==> config.mk <==
export PLATFORM = sky130hd
export DESIGN_NAME = led_pattern_engine_flat
export DESIGN_NICKNAME = d
export VERILOG_FILES = /design/src/rtl/led_pattern_engine_if.sv /design/src/rtl/led_pattern_engine.sv /design/src/flat_wrapper.sv
export SDC_FILE = /design/constraint.sdc
export NUM_CORES = 1
export LEC_CHECK = 0
export BUFFER_PORTS_ARGS = -buffer_cell sky130_fd_sc_hd__buf_2
export CAP_MARGIN = 30
export CORE_ASPECT_RATIO = 1.5
export CORE_MARGIN = 5
export CORE_UTILIZATION = 30
export DETAILED_ROUTE_END_ITERATION = 8
export SYNTH_ARGS = -nofsm -noshare
export SYNTH_HDL_FRONTEND = slang
export SYNTH_SLANG_ARGS = --single-unit
export TNS_END_PERCENT = 50
==> constraint.sdc <==
create_clock -name clk -period 2.1 [get_ports clk]
set_input_delay 0.105 -clock clk [delete_from_list [all_inputs] [get_ports clk]]
set_output_delay 0.105 -clock clk [all_outputs]
set_load 0.02 [all_outputs]
==> src/rtl/led_pattern_engine_if.sv <==
// rtl/led_pattern_engine_if.sv - mode/data/LED signal bundle for the LED pattern engine
interface led_pattern_engine_if #(
  parameter int WIDTH = 7
);
  logic [2:0]       led_control;
  logic [WIDTH-1:0] score;
  logic [WIDTH-1:0] fake_score;
  logic [WIDTH-1:0] speed_led;
  logic             tick;
  logic [WIDTH-1:0] leds_out;

  // Game side: selects the mode and supplies patterns, observes the LEDs
  modport master (
    output led_control, score, fake_score, speed_led,
    input  tick, leds_out
  );

  // Engine side
  modport slave (
    input  led_control, score, fake_score, speed_led,
    output tick, leds_out
  );
endinterface

==> src/rtl/led_pattern_engine.sv <==
// rtl/led_pattern_engine.sv - registered LED bank driver with blink and bouncing chase modes
module led_pattern_engine #(
  parameter int               WIDTH       = 7,
  parameter int               TICK_DIV    = 25000000,
  parameter int               BLINK_TICKS = 1,
  parameter logic [WIDTH-1:0] RESET_PAT   = 7'b1000101
) (
  input logic               clk,
  input logic               reset,
  led_pattern_engine_if.slave bus
);

  localparam int PW = $clog2(TICK_DIV);
  localparam int BW = (BLINK_TICKS > 1) ? $clog2(BLINK_TICKS) : 1;
  localparam int CW = $clog2(WIDTH);

  localparam logic [PW-1:0] PRE_LAST   = PW'(TICK_DIV - 1);
  localparam logic [BW-1:0] BLINK_LAST = BW'(BLINK_TICKS - 1);
  localparam logic [CW-1:0] POS_LAST   = CW'(WIDTH - 1);
  localparam logic [CW-1:0] POS_PEN    = CW'(WIDTH - 2);

  typedef enum logic [2:0] {
    MODE_DARK  = 3'b000,
    MODE_RESET = 3'b001,
    MODE_WAIT  = 3'b010,
    MODE_SCORE = 3'b011,
    MODE_FAKE  = 3'b100,
    MODE_BLINK = 3'b101,
    MODE_SPEED = 3'b110,
    MODE_CHASE = 3'b111
  } mode_t;

  typedef enum logic {DIR_UP = 1'b0, DIR_DOWN = 1'b1} dir_t;

  mode_t            mode_q, mode_d;
  logic [PW-1:0]    prescaler_q, prescaler_d;
  logic [BW-1:0]    blink_cnt_q, blink_cnt_d;
  logic             blink_on_q, blink_on_d;
  logic [CW-1:0]    chase_pos_q, chase_pos_d;
  dir_t             chase_dir_q, chase_dir_d;
  logic             tick_q, tick_d;
  logic [WIDTH-1:0] leds_q, leds_d;
  logic             mode_change;
  logic             wrap;

  assign bus.tick     = tick_q;
  assign bus.leds_out = leds_q;

  // State register: animation state plus the registered LED/tick outputs
  always_ff @(posedge clk or posedge reset) begin
    if (reset) begin
      mode_q      <= MODE_DARK;
      prescaler_q <= '0;
      blink_cnt_q <= '0;
      blink_on_q  <= 1'b1;
      chase_pos_q <= '0;
      chase_dir_q <= DIR_UP;
      tick_q      <= 1'b0;
      leds_q      <= '0;
    end else begin
      mode_q      <= mode_d;
      prescaler_q <= prescaler_d;
      blink_cnt_q <= blink_cnt_d;
      blink_on_q  <= blink_on_d;
      chase_pos_q <= chase_pos_d;
      chase_dir_q <= chase_dir_d;
      tick_q      <= tick_d;
      leds_q      <= leds_d;
    end
  end

  // Next state: a mode change restarts every animation counter and beats a coincident wrap
  always_comb begin
    mode_d      = mode_t'(bus.led_control);
    mode_change = (mode_d != mode_q);
    wrap        = (prescaler_q == PRE_LAST);
    prescaler_d = prescaler_q;
    blink_cnt_d = blink_cnt_q;
    blink_on_d  = blink_on_q;
    chase_pos_d = chase_pos_q;
    chase_dir_d = chase_dir_q;
    tick_d      = 1'b0;
    if (mode_change) begin
      prescaler_d = '0;
      blink_cnt_d = '0;
      blink_on_d  = 1'b1;
      chase_pos_d = '0;
      chase_dir_d = DIR_UP;
    end else begin
      prescaler_d = wrap ? '0 : prescaler_q + PW'(1);
      tick_d      = wrap;
      if (wrap) begin
        if (blink_cnt_q == BLINK_LAST) begin
          blink_cnt_d = '0;
          blink_on_d  = ~blink_on_q;
        end else begin
          blink_cnt_d = blink_cnt_q + BW'(1);
        end
        if (chase_dir_q == DIR_UP) begin
          if (chase_pos_q == POS_LAST) begin
            chase_pos_d = POS_PEN;
            chase_dir_d = DIR_DOWN;
          end else begin
            chase_pos_d = chase_pos_q + CW'(1);
          end
        end else begin
          if (chase_pos_q == '0) begin
            chase_pos_d = CW'(1);
            chase_dir_d = DIR_UP;
          end else begin
            chase_pos_d = chase_pos_q - CW'(1);
          end
        end
      end
    end
  end

  // Output select: built from the post-edge state so a restarted mode shows its first frame at once
  always_comb begin
    leds_d = '0;
    unique case (mode_d)
      MODE_DARK:  leds_d = '0;
      MODE_RESET: leds_d = RESET_PAT;
      MODE_WAIT:  leds_d = '1;
      MODE_SCORE: leds_d = bus.score;
      MODE_FAKE:  leds_d = bus.fake_score;
      MODE_BLINK: leds_d = blink_on_d ? bus.score : '0;
      MODE_SPEED: leds_d = bus.speed_led;
      MODE_CHASE: leds_d = WIDTH'(1) << chase_pos_d;
      default:    leds_d = '0;
    endcase
  end

endmodule

==> src/flat_wrapper.sv <==
// flat-port wrapper written by rule: the top's interface ports become plain ports
module led_pattern_engine_flat 
#(
  parameter int               WIDTH       = 7,
  parameter int               TICK_DIV    = 25000000,
  parameter int               BLINK_TICKS = 1,
  parameter logic [WIDTH-1:0] RESET_PAT   = 7'b1000101
)
  (clk, reset, bus_led_control, bus_score, bus_fake_score, bus_speed_led, bus_tick, bus_leds_out);
  led_pattern_engine_if #(.WIDTH(WIDTH)) bus_i ();
  input logic clk;
  input logic reset;
  input wire logic [$bits(bus_i.led_control)-1:0] bus_led_control;
  input wire logic [$bits(bus_i.score)-1:0] bus_score;
  input wire logic [$bits(bus_i.fake_score)-1:0] bus_fake_score;
  input wire logic [$bits(bus_i.speed_led)-1:0] bus_speed_led;
  output wire logic [$bits(bus_i.tick)-1:0] bus_tick;
  output wire logic [$bits(bus_i.leds_out)-1:0] bus_leds_out;
  assign bus_i.led_control = bus_led_control;
  assign bus_i.score = bus_score;
  assign bus_i.fake_score = bus_fake_score;
  assign bus_i.speed_led = bus_speed_led;
  assign bus_tick = bus_i.tick;
  assign bus_leds_out = bus_i.leds_out;
  led_pattern_engine #(.WIDTH(WIDTH), .TICK_DIV(TICK_DIV), .BLINK_TICKS(BLINK_TICKS), .RESET_PAT(RESET_PAT)) u_core (.clk(clk), .reset(reset), .bus(bus_i));
endmodule
==> Flow_metrics.wiki, run 1 <==
{| class="wikitable"
! Metric !! Value
|-
| Number of different library cells in the post-synthesis netlist || 44
|-
| Clock input transition at the sequential cells of the worst setup and hold paths || 80 ps
|-
| Most common cell after layout, fill and taps aside || sky130_fd_sc_hd__dfrtp_1
|-
| Fin util || 0.383
|-
| Worst setup skew after layout || 9.92 ps
|-
| Clock period minus worst slack || 2040 ps
|-
| Height of the die || 116 um
|-
| Max-slew violation total from the final report || 0
|-
| Number of iterations in the first detailed-routing pass || 4
|-
| Proportion of register bits with asynchronous set or reset after synthesis || 1.00
|-
| Worst hold-check path type || input pin to flop
|-
| Mean routed wirelength per cell || 13.1 um
|-
| Gr ovfl total || 0
|-
| Maximum number of pins on one net before global-route repair || 42
|-
| Nature of the critical path endpoint || flop
|-
| Library cell with the largest summed area after synthesis || sky130_fd_sc_hd__dfrtp_1
|-
| Complex-gate fraction of the synthesized area || 0.118
|-
| Setup-violating endpoint count in the final report || 0
|-
| Share of layout cells above drive strength 1 || 0.257
|-
| Warnings, synthesis || 0
|-
| Main combinational cell family by area after synthesis || simple AND/OR/NAND/NOR gates
|-
| GP Congestion || 0.804
|-
| Hold_sp || bus_led_control[0]
|-
| First element of the critical path || u_core.prescaler_q[0]
|-
| Worst voltage drop across the vdd grid || 0.233 mV
|-
| Synthesized-area fraction occupied by xor and xnor cells || 0.0941
|-
| Max Cap Violations || 0
|-
| Status || finished clean
|-
| Top achievable clock speed || 489 MHz
|-
| Critical Path AT || 2250 ps
|-
| Final Hold Violating Endpoints || 0
|-
| Number of port buffers || 33
|-
| Initial DRC Count || 75
|-
| Clock root buffer || sky130_fd_sc_hd__clkbuf_8
|-
| Largest cells by area after synthesis || sky130_fd_sc_hd__dfrtp_1 (45%), sky130_fd_sc_hd__xor2_1 (5.1%), sky130_fd_sc_hd__nor2_1 (4.7%)
|-
| P_leak || 1.27 nW
|-
| Area of the mapped netlist || 2230 um^2
|-
| Number of top-level pins || 34
|-
| Latest clock arrival within the worst-skew pair || 290 ps
|-
| Final wirelength || 5.14 mm
|-
| DR vias || 1,929
|-
| Total CTS buffers || 5
|-
| Wire length of the first global-routing pass || 8.49 mm
|-
| Required time of the critical path || 2300 ps
|-
| Depth of the CTS H-tree || 2
|-
| Post-route fraction of the period consumed by the critical path || 0.973
|-
| TritonCTS clock tree || done
|-
| Post-synthesis cell count || 237
|-
| Area of the core region || 7270 um^2
|-
| Cell Area, Placed || 2630 um^2
|-
| Global-route usage over all layers || 0.115
|-
| Area share of and/or/nand/nor cells after synthesis || 0.253
|-
| Horiz. Die Dim || 80.5 um
|-
| Row cnt || 38
|-
| Detailed-route vias per instance || 4.92
|-
| Number of antenna violations at the first check in global routing || 0
|-
| Sequential-to-total area share from yosys stat || 0.460
|-
| Longest Clk Path Bufs || 2
|-
| Kind of critical path || flop to flop
|-
| Worst Path Max Fanout || 3
|-
| Post-synthesis mux area share || 0.0157
|-
| ANT cells || 0
|-
| Num Clock Sinks || 41
|-
| Setup slack on the worst flop-to-flop path || 60 ps
|-
| Effective utilization at floorplan || 0.307
|-
| Slew at the pin with the worst max-slew slack || 531 ps
|-
| Count of unresolved DRC violations after routing || 0
|-
| Fraction of post-synthesis cell area in the top cell type by area || 0.448
|-
| Launch point of the worst reg-to-reg path || u_core.prescaler_q[0]
|-
| Synthesis-stage register bit count || 41
|-
| Most frequent cells in the layout || sky130_fd_sc_hd__dfrtp_1 (40), sky130_fd_sc_hd__buf_2 (33), sky130_fd_sc_hd__nor2_1 (28)
|-
| Post-DRT Antenna Nets || 0
|-
| Detailed-placement wirelength estimate || 3.79 mm
|-
| Nature of the critical path startpoint || flop
|-
| Area enclosed by the die boundary || 9310 um^2
|-
| Main flop type after synthesis || sky130_fd_sc_hd__dfrtp_1
|-
| Worst relative slew slack || 0.646
|-
| Area delta synth->final || 24.6%
|-
| Post-synth EDFFs || 0
|-
| PwrDens || 580 nW/um^2
|-
| Adder-cell share of the synthesized area || 0.0168
|-
| Mean Syn Cell Area || 9.43 um^2
|-
| Layout Cell Area excl Fill || 2790 um^2
|-
| Number of global-route vias before repair || 1,939
|-
| Post-synth net total || 266
|-
| Unrepaired setup endpoints after global routing || true
|-
| Total number of nets in the final design || 320
|}
## worst max-delay path: stages (launching register included)
cell                       delay (ps)
sky130_fd_sc_hd__dfrtp_1          380
sky130_fd_sc_hd__ha_1             200
sky130_fd_sc_hd__and2_1           160
sky130_fd_sc_hd__and4_4           190
sky130_fd_sc_hd__a41oi_2          210
sky130_fd_sc_hd__a31oi_2          120
sky130_fd_sc_hd__or4_4            500
sky130_fd_sc_hd__o221ai_1         190
## layer usage
| layer | vias to the layer above | GRT usage | share of wire |
|---|---|---|---|
| li1 | 947 | - | - |
| met1 | 934 | 0.131 | 0.42 |
| met2 | 44 | 0.210 | 0.54 |
| met3 | 4 | 0.0249 | 0.038 |
| met4 | 0 | 0.0406 | 0.011 |
| met5 | - | 0 | 0 |
## metrics by stage
stage	power (mW)	setup WS, ps	setup TNS (ps)	hold slack, ps	cells
CTS	1.63	3.60	0	30.9	389
global placement	0.991	82.3	0	263	380
global route	1.69	-7.38	-7.38	26.9	392
finish	1.61	56.1	0	37.9	392
detailed placement	0.994	28.0	0	276	380
floorplan	0.925	65.4	0	136	237
## flip-flops by register name, indices dropped and copies added, names as in the netlist
signal and flops:
u_core.bus.leds_out 7, u_core.bus.tick 1, u_core.mode_q 3, u_core.prescaler_q 25
u_core.chase_dir_q 1, u_core.blink_on_q 1, u_core.chase_pos_q 3
## synth_stat cells, drive strengths merged (2+ instances only)
library cell and number:
nor2 28, nand3 12, a32oi 3, xor2 13, dfrtp 40, and4 5, ha 3, nand4 7
or3 4, a31oi 2, clkbuf 6, nor3b 2, a21oi 5, nor3 6, o21ai 5, nand2 25
inv 15, nor2b 4, o221ai 9, xnor2 11, and3 7, buf 3, o22ai 4, mux2i 2
and2 3
## final cells by class
class	instances	area (um^2)
fill	760	4490
multi-input combinational	171	1120
sequential	41	1030
timing repair buffer	56	340
tap	100	125
clock buffer	6	72.6
inverter	16	61.3
clock inverter	2	38.8
## kinds of logic (layout without fill, tap and decap cells)
family | count (synthesis) | count (layout)
AND/OR/NAND/NOR | 107 | 107
XOR/XNOR | 24 | 24
AO/OA/AOI/OAI | 34 | 34
multiplexers | 3 | 3
buffers and inverters | 25 | 80
flip-flops | 41 | 41
adder cells (fa/ha/maj) | 3 | 3
## where the power goes
group / switching [mW] / internal [mW] / total (mW)
registers: 0.00761 / 0.807 / 0.815
logic: 0.103 / 0.0633 / 0.166
clock network: 0.277 / 0.357 / 0.634
## worst paths after layout
check                                         endpoint  cells after the start
worst min register to register   u_core.prescaler_q[0]                      2
worst max-delay path            u_core.bus.leds_out[1]                      7
max in group asynchronous            u_core.blink_on_q                      4
worst min-delay path                  u_core.mode_q[0]                      1
worst max register to register  u_core.bus.leds_out[1]                      7
min in group asynchronous        u_core.prescaler_q[6]                      4
## what timing repair did
action / in CTS / in global routing
hold buffers: 1 / 0
gates resized for setup: 0 / 2
endpoints found under the hold margin: 40 / 0
buffers inserted: 0 / 3
endpoints found under the setup margin: 0 / 6
Power figures use the tool's default switching activity.
==> inputs of run 2 (changes only) <==
--- a/config.mk
+++ b/config.mk
@@ -5,6 +5,7 @@
 export SDC_FILE = /design/constraint.sdc
 export NUM_CORES = 1
 export LEC_CHECK = 0
+export ABC_AREA = 1
 export BUFFER_PORTS_ARGS = -buffer_cell sky130_fd_sc_hd__buf_2
 export CAP_MARGIN = 30
 export CORE_ASPECT_RATIO = 1.5
==> Flow_metrics.wiki, run 2 <==
{| class="wikitable"
! Metric !! Value
|-
| P_leak || 1.50 nW (+19%)
|-
| Met3 Routed Length || 341 um (+73%)
|-
| Kind of critical path || flop to flop
|-
| Nature of the critical path endpoint || flop
|-
| Required time of the critical path || 2270 ps (-30 ps)
|-
| Number of different library cells in the post-synthesis netlist || 37 (-16%)
|-
| Mean routed wirelength per cell || 12.6 um (-3.8%)
|-
| Top layer used by detailed routing || met4
|-
| Register bank with the most flops || u_core.prescaler_q
|-
| Area delta synth->final || 16.1%
|-
| Unrepaired setup endpoints after global routing || false
|-
| ANT cells || 0 (unchanged)
|-
| Crit-path slowest cell || sky130_fd_sc_hd__dfrtp_1
|-
| Post-synthesis cell count || 400 (+69%)
|-
| Area share of and/or/nand/nor cells after synthesis || 0.409 (+0.157)
|-
| Status || finished clean
|-
| Num Clock Sinks || 41 (unchanged)
|-
| Post-synthesis mux area share || 0 (-0.0157)
|-
| Max-slew violation total from the final report || 0 (unchanged)
|-
| Synthesized-area fraction occupied by xor and xnor cells || 0.0253 (-0.0687)
|-
| Final Hold Violating Endpoints || 0 (unchanged)
|-
| Count of unresolved DRC violations after routing || 0 (unchanged)
|-
| Post-cts resize count || 0 (unchanged)
|-
| Number of global-route vias before repair || 2,683 (+38%)
|-
| Effective utilization at floorplan || 0.302 (-0.00473)
|-
| Clock input transition at the sequential cells of the worst setup and hold paths || 60 ps (-20 ps)
|-
| Largest cells by area after synthesis || sky130_fd_sc_hd__dfrtp_1 (36%), sky130_fd_sc_hd__nand2_1 (12%), sky130_fd_sc_hd__nor2_1 (9.4%)
|-
| Slew at the pin with the worst max-slew slack || 640 ps (+109 ps)
|-
| Max Cap Violations || 0 (unchanged)
|-
| Worst hold-check path type || input pin to flop
|-
| Worst relative slew slack || 0.571 (-0.0750)
|-
| Number of stages on the worst hold path || 1 (unchanged)
|-
| Proportion of register bits with asynchronous set or reset after synthesis || 1.00 (unchanged)
|-
| Sequential cell area || 1030 um^2 (unchanged)
|-
| Count leader, synth || sky130_fd_sc_hd__nand2_1
|-
| Area of the core region || 9150 um^2 (+26%)
|-
| Fin util || 0.351 (-0.0318)
|-
| Final wirelength || 6.95 mm (+35%)
|-
| Detailed-placement wirelength estimate || 5.69 mm (+50%)
|-
| Fraction of post-synthesis cell area in the top cell type by area || 0.362 (-0.0861)
|-
| Clock root buffer || sky130_fd_sc_hd__clkbuf_16
|-
| Sum of negative setup slack || 0 ps (unchanged)
|-
| Post-DRT Antenna Nets || 0 (unchanged)
|-
| Setup-violating endpoint count in the final report || 0 (unchanged)
|-
| Highest cell delay on the worst timing path || 400 ps (-100 ps)
|-
| Post-synth EDFFs || 0 (unchanged)
|-
| Initial DRC Count || 96 (+28%)
|-
| Height of the die || 128 um (+10%)
|-
| Latest clock arrival within the worst-skew pair || 290 ps (about the same)
|-
| Worst voltage drop across the vdd grid || 0.350 mV (+50%)
|-
| Most frequent cells in the layout || sky130_fd_sc_hd__nand2_1 (92), sky130_fd_sc_hd__nor2_1 (69), sky130_fd_sc_hd__inv_1 (60)
|-
| Nature of the critical path startpoint || flop
|-
| Top achievable clock speed || 546 MHz (+12%)
|-
| Library cell with the largest summed area after synthesis || sky130_fd_sc_hd__dfrtp_1
|-
| Horiz. Die Dim || 88.4 um (+9.9%)
|-
| GP Congestion || 0.882 (+9.8%)
|-
| Row cnt || 43 (+13%)
|-
| Number of antenna violations at the first check in global routing || 0 (unchanged)
|-
| Gr ovfl total || 0 (unchanged)
|-
| Clock period minus worst slack || 1830 ps (-213 ps)
|-
| Longest Clk Path Bufs || 2 (unchanged)
|-
| DR vias || 2,612 (+35%)
|-
| Post-route fraction of the period consumed by the critical path || 0.872 (-0.101)
|-
| Number of cells on the worst reg-to-reg path || 8 (+1)
|-
| Main combinational cell family by area after synthesis || simple AND/OR/NAND/NOR gates
|-
| Multi-input logic area || 1450 um^2 (+29%)
|-
| Mean Syn Cell Area || 6.92 um^2 (-27%)
|-
| Main flop type after synthesis || sky130_fd_sc_hd__dfrtp_1
|-
| Sequential-to-total area share from yosys stat || 0.371 (-0.0884)
|-
| PwrDens || 550 nW/um^2 (-5.1%)
|-
| Flip-flop count of the largest register after layout || 25 (unchanged)
|-
| Warnings, synthesis || 0 (unchanged)
|-
| Global-route usage over all layers || 0.135 (+0.0197)
|-
| Detailed-route vias per instance || 4.74 (-3.7%)
|-
| Wire length the detailed router placed on met1 || 2.54 mm (+19%)
|-
| Number of port buffers || 33 (unchanged)
|-
| Worst Path Max Fanout || 5 (+2)
|-
| Critical Path AT || 2000 ps (-250 ps)
|-
| Area of the mapped netlist || 2770 um^2 (+24%)
|-
| Depth of the CTS H-tree || 2 (unchanged)
|-
| Post-synth net total || 429 (+61%)
|-
| Synthesis-stage register bit count || 41 (unchanged)
|-
| TritonCTS clock tree || done
|-
| Detailed-routed wire length on met2 || 3.84 mm (+39%)
|-
| Worst setup skew after layout || 5.17 ps (-4.75 ps)
|-
| Total CTS buffers || 5 (unchanged)
|-
| Total number of nets in the final design || 468 (+46%)
|-
| Most common cell after layout, fill and taps aside || sky130_fd_sc_hd__nand2_1
|-
| Number of top-level pins || 34 (unchanged)
|-
| Adder-cell share of the synthesized area || 0.0136 (-0.00323)
|-
| Crit-path cells || ha_1, nand3_2, nor2_4, nand2_1, nor2_1, nand4_1, o21ai_2, a21oi_1
|-
| Number of iterations in the first detailed-routing pass || 4 (unchanged)
|-
| Number of fill cells in the layout || 1,018 (+34%)
|-
| Complex-gate fraction of the synthesized area || 0.0751 (-0.0425)
|-
| Wire length of the first global-routing pass || 11.9 mm (+40%)
|-
| Most numerous cell types in the synthesized netlist || sky130_fd_sc_hd__nand2_1 (92), sky130_fd_sc_hd__nor2_1 (69), sky130_fd_sc_hd__inv_1 (61)
|-
| Share of layout cells above drive strength 1 || 0.180 (-0.0769)
|-
| Maximum number of pins on one net before global-route repair || 20 (-52%)
|-
| Area enclosed by the die boundary || 11,300 um^2 (+21%)
|}
[run 2: layout make-up]
| class | count | share of cell area |
|---|---|---|
| Tap cell | 112 | 0.0436 |
| Multi-Input combinational cell | 287 | 0.451 |
| Timing Repair Buffer | 38 | 0.0639 |
| Clock buffer | 7 | 0.0444 |
| Sequential cell | 41 | 0.320 |
| Inverter | 66 | 0.0772 |
[run 2: repair_timing]
action,in CTS,in global routing
buffers inserted,0,0
hold buffers,1,0
hold endpoints to repair,15,0
[run 2: per-stage QoR]
stage	setup WS, ps	total power, mW	area [um^2]	cells	hold slack (ps)
5_1_grt	58.2	1.85	3210	551	8.47
6_report	269	1.77	3210	551	1.38
2_1_floorplan	482	0.959	2770	400	136
3_3_place_gp	287	1.02	3060	543	141
4_1_cts	253	1.79	3210	551	0.278
3_5_place_dp	271	1.02	3060	543	146
[run 2: worst max-delay path: cells and delay by family, from the launching register on]
family,cells,cell delay [ps]
adders and majority gates,1,240
and+or+nand+nor,5,860
DFF,1,400
AOI/OAI and AO/OA,2,210
[run 2: kinds of logic (layout without fill, tap and decap cells)]
kind of cell	after synthesis	after routing
AND/OR/NAND/NOR	243	243
XOR/XNOR	8	8
AO/OA/AOI/OAI	33	33
flip-flops	41	41
adder cells (fa/ha/maj)	3	3
buffers and inverters	72	111
[run 2: final timing paths]
kind                                             from                      to  slack [ps]
min in group asynchronous                       reset   u_core.prescaler_q[6]         370
worst min-delay path               bus_led_control[0]        u_core.mode_q[0]           1
max in group asynchronous                       reset  u_core.prescaler_q[22]        1170
worst max-delay path            u_core.prescaler_q[0]  u_core.prescaler_q[22]         270
worst min register to register  u_core.prescaler_q[0]   u_core.prescaler_q[0]         500
worst max register to register  u_core.prescaler_q[0]  u_core.prescaler_q[22]         270
[run 2: power breakdown]
| part | switching, mW | internal [mW] | leakage, nW |
|---|---|---|---|
| logic | 0.120 | 0.0684 | 0.880 |
| clock network | 0.293 | 0.466 | 0.0700 |
| registers | 0.00783 | 0.809 | 0.550 |
| total | 0.422 | 1.34 | 1.50 |
[run 2: routing by layer]
layer  global-route usage  vias up
met1                0.132     1185
met2                0.260       69
li1                     -     1341
met4               0.0560        0
met5                    0        -
met3               0.0342       17
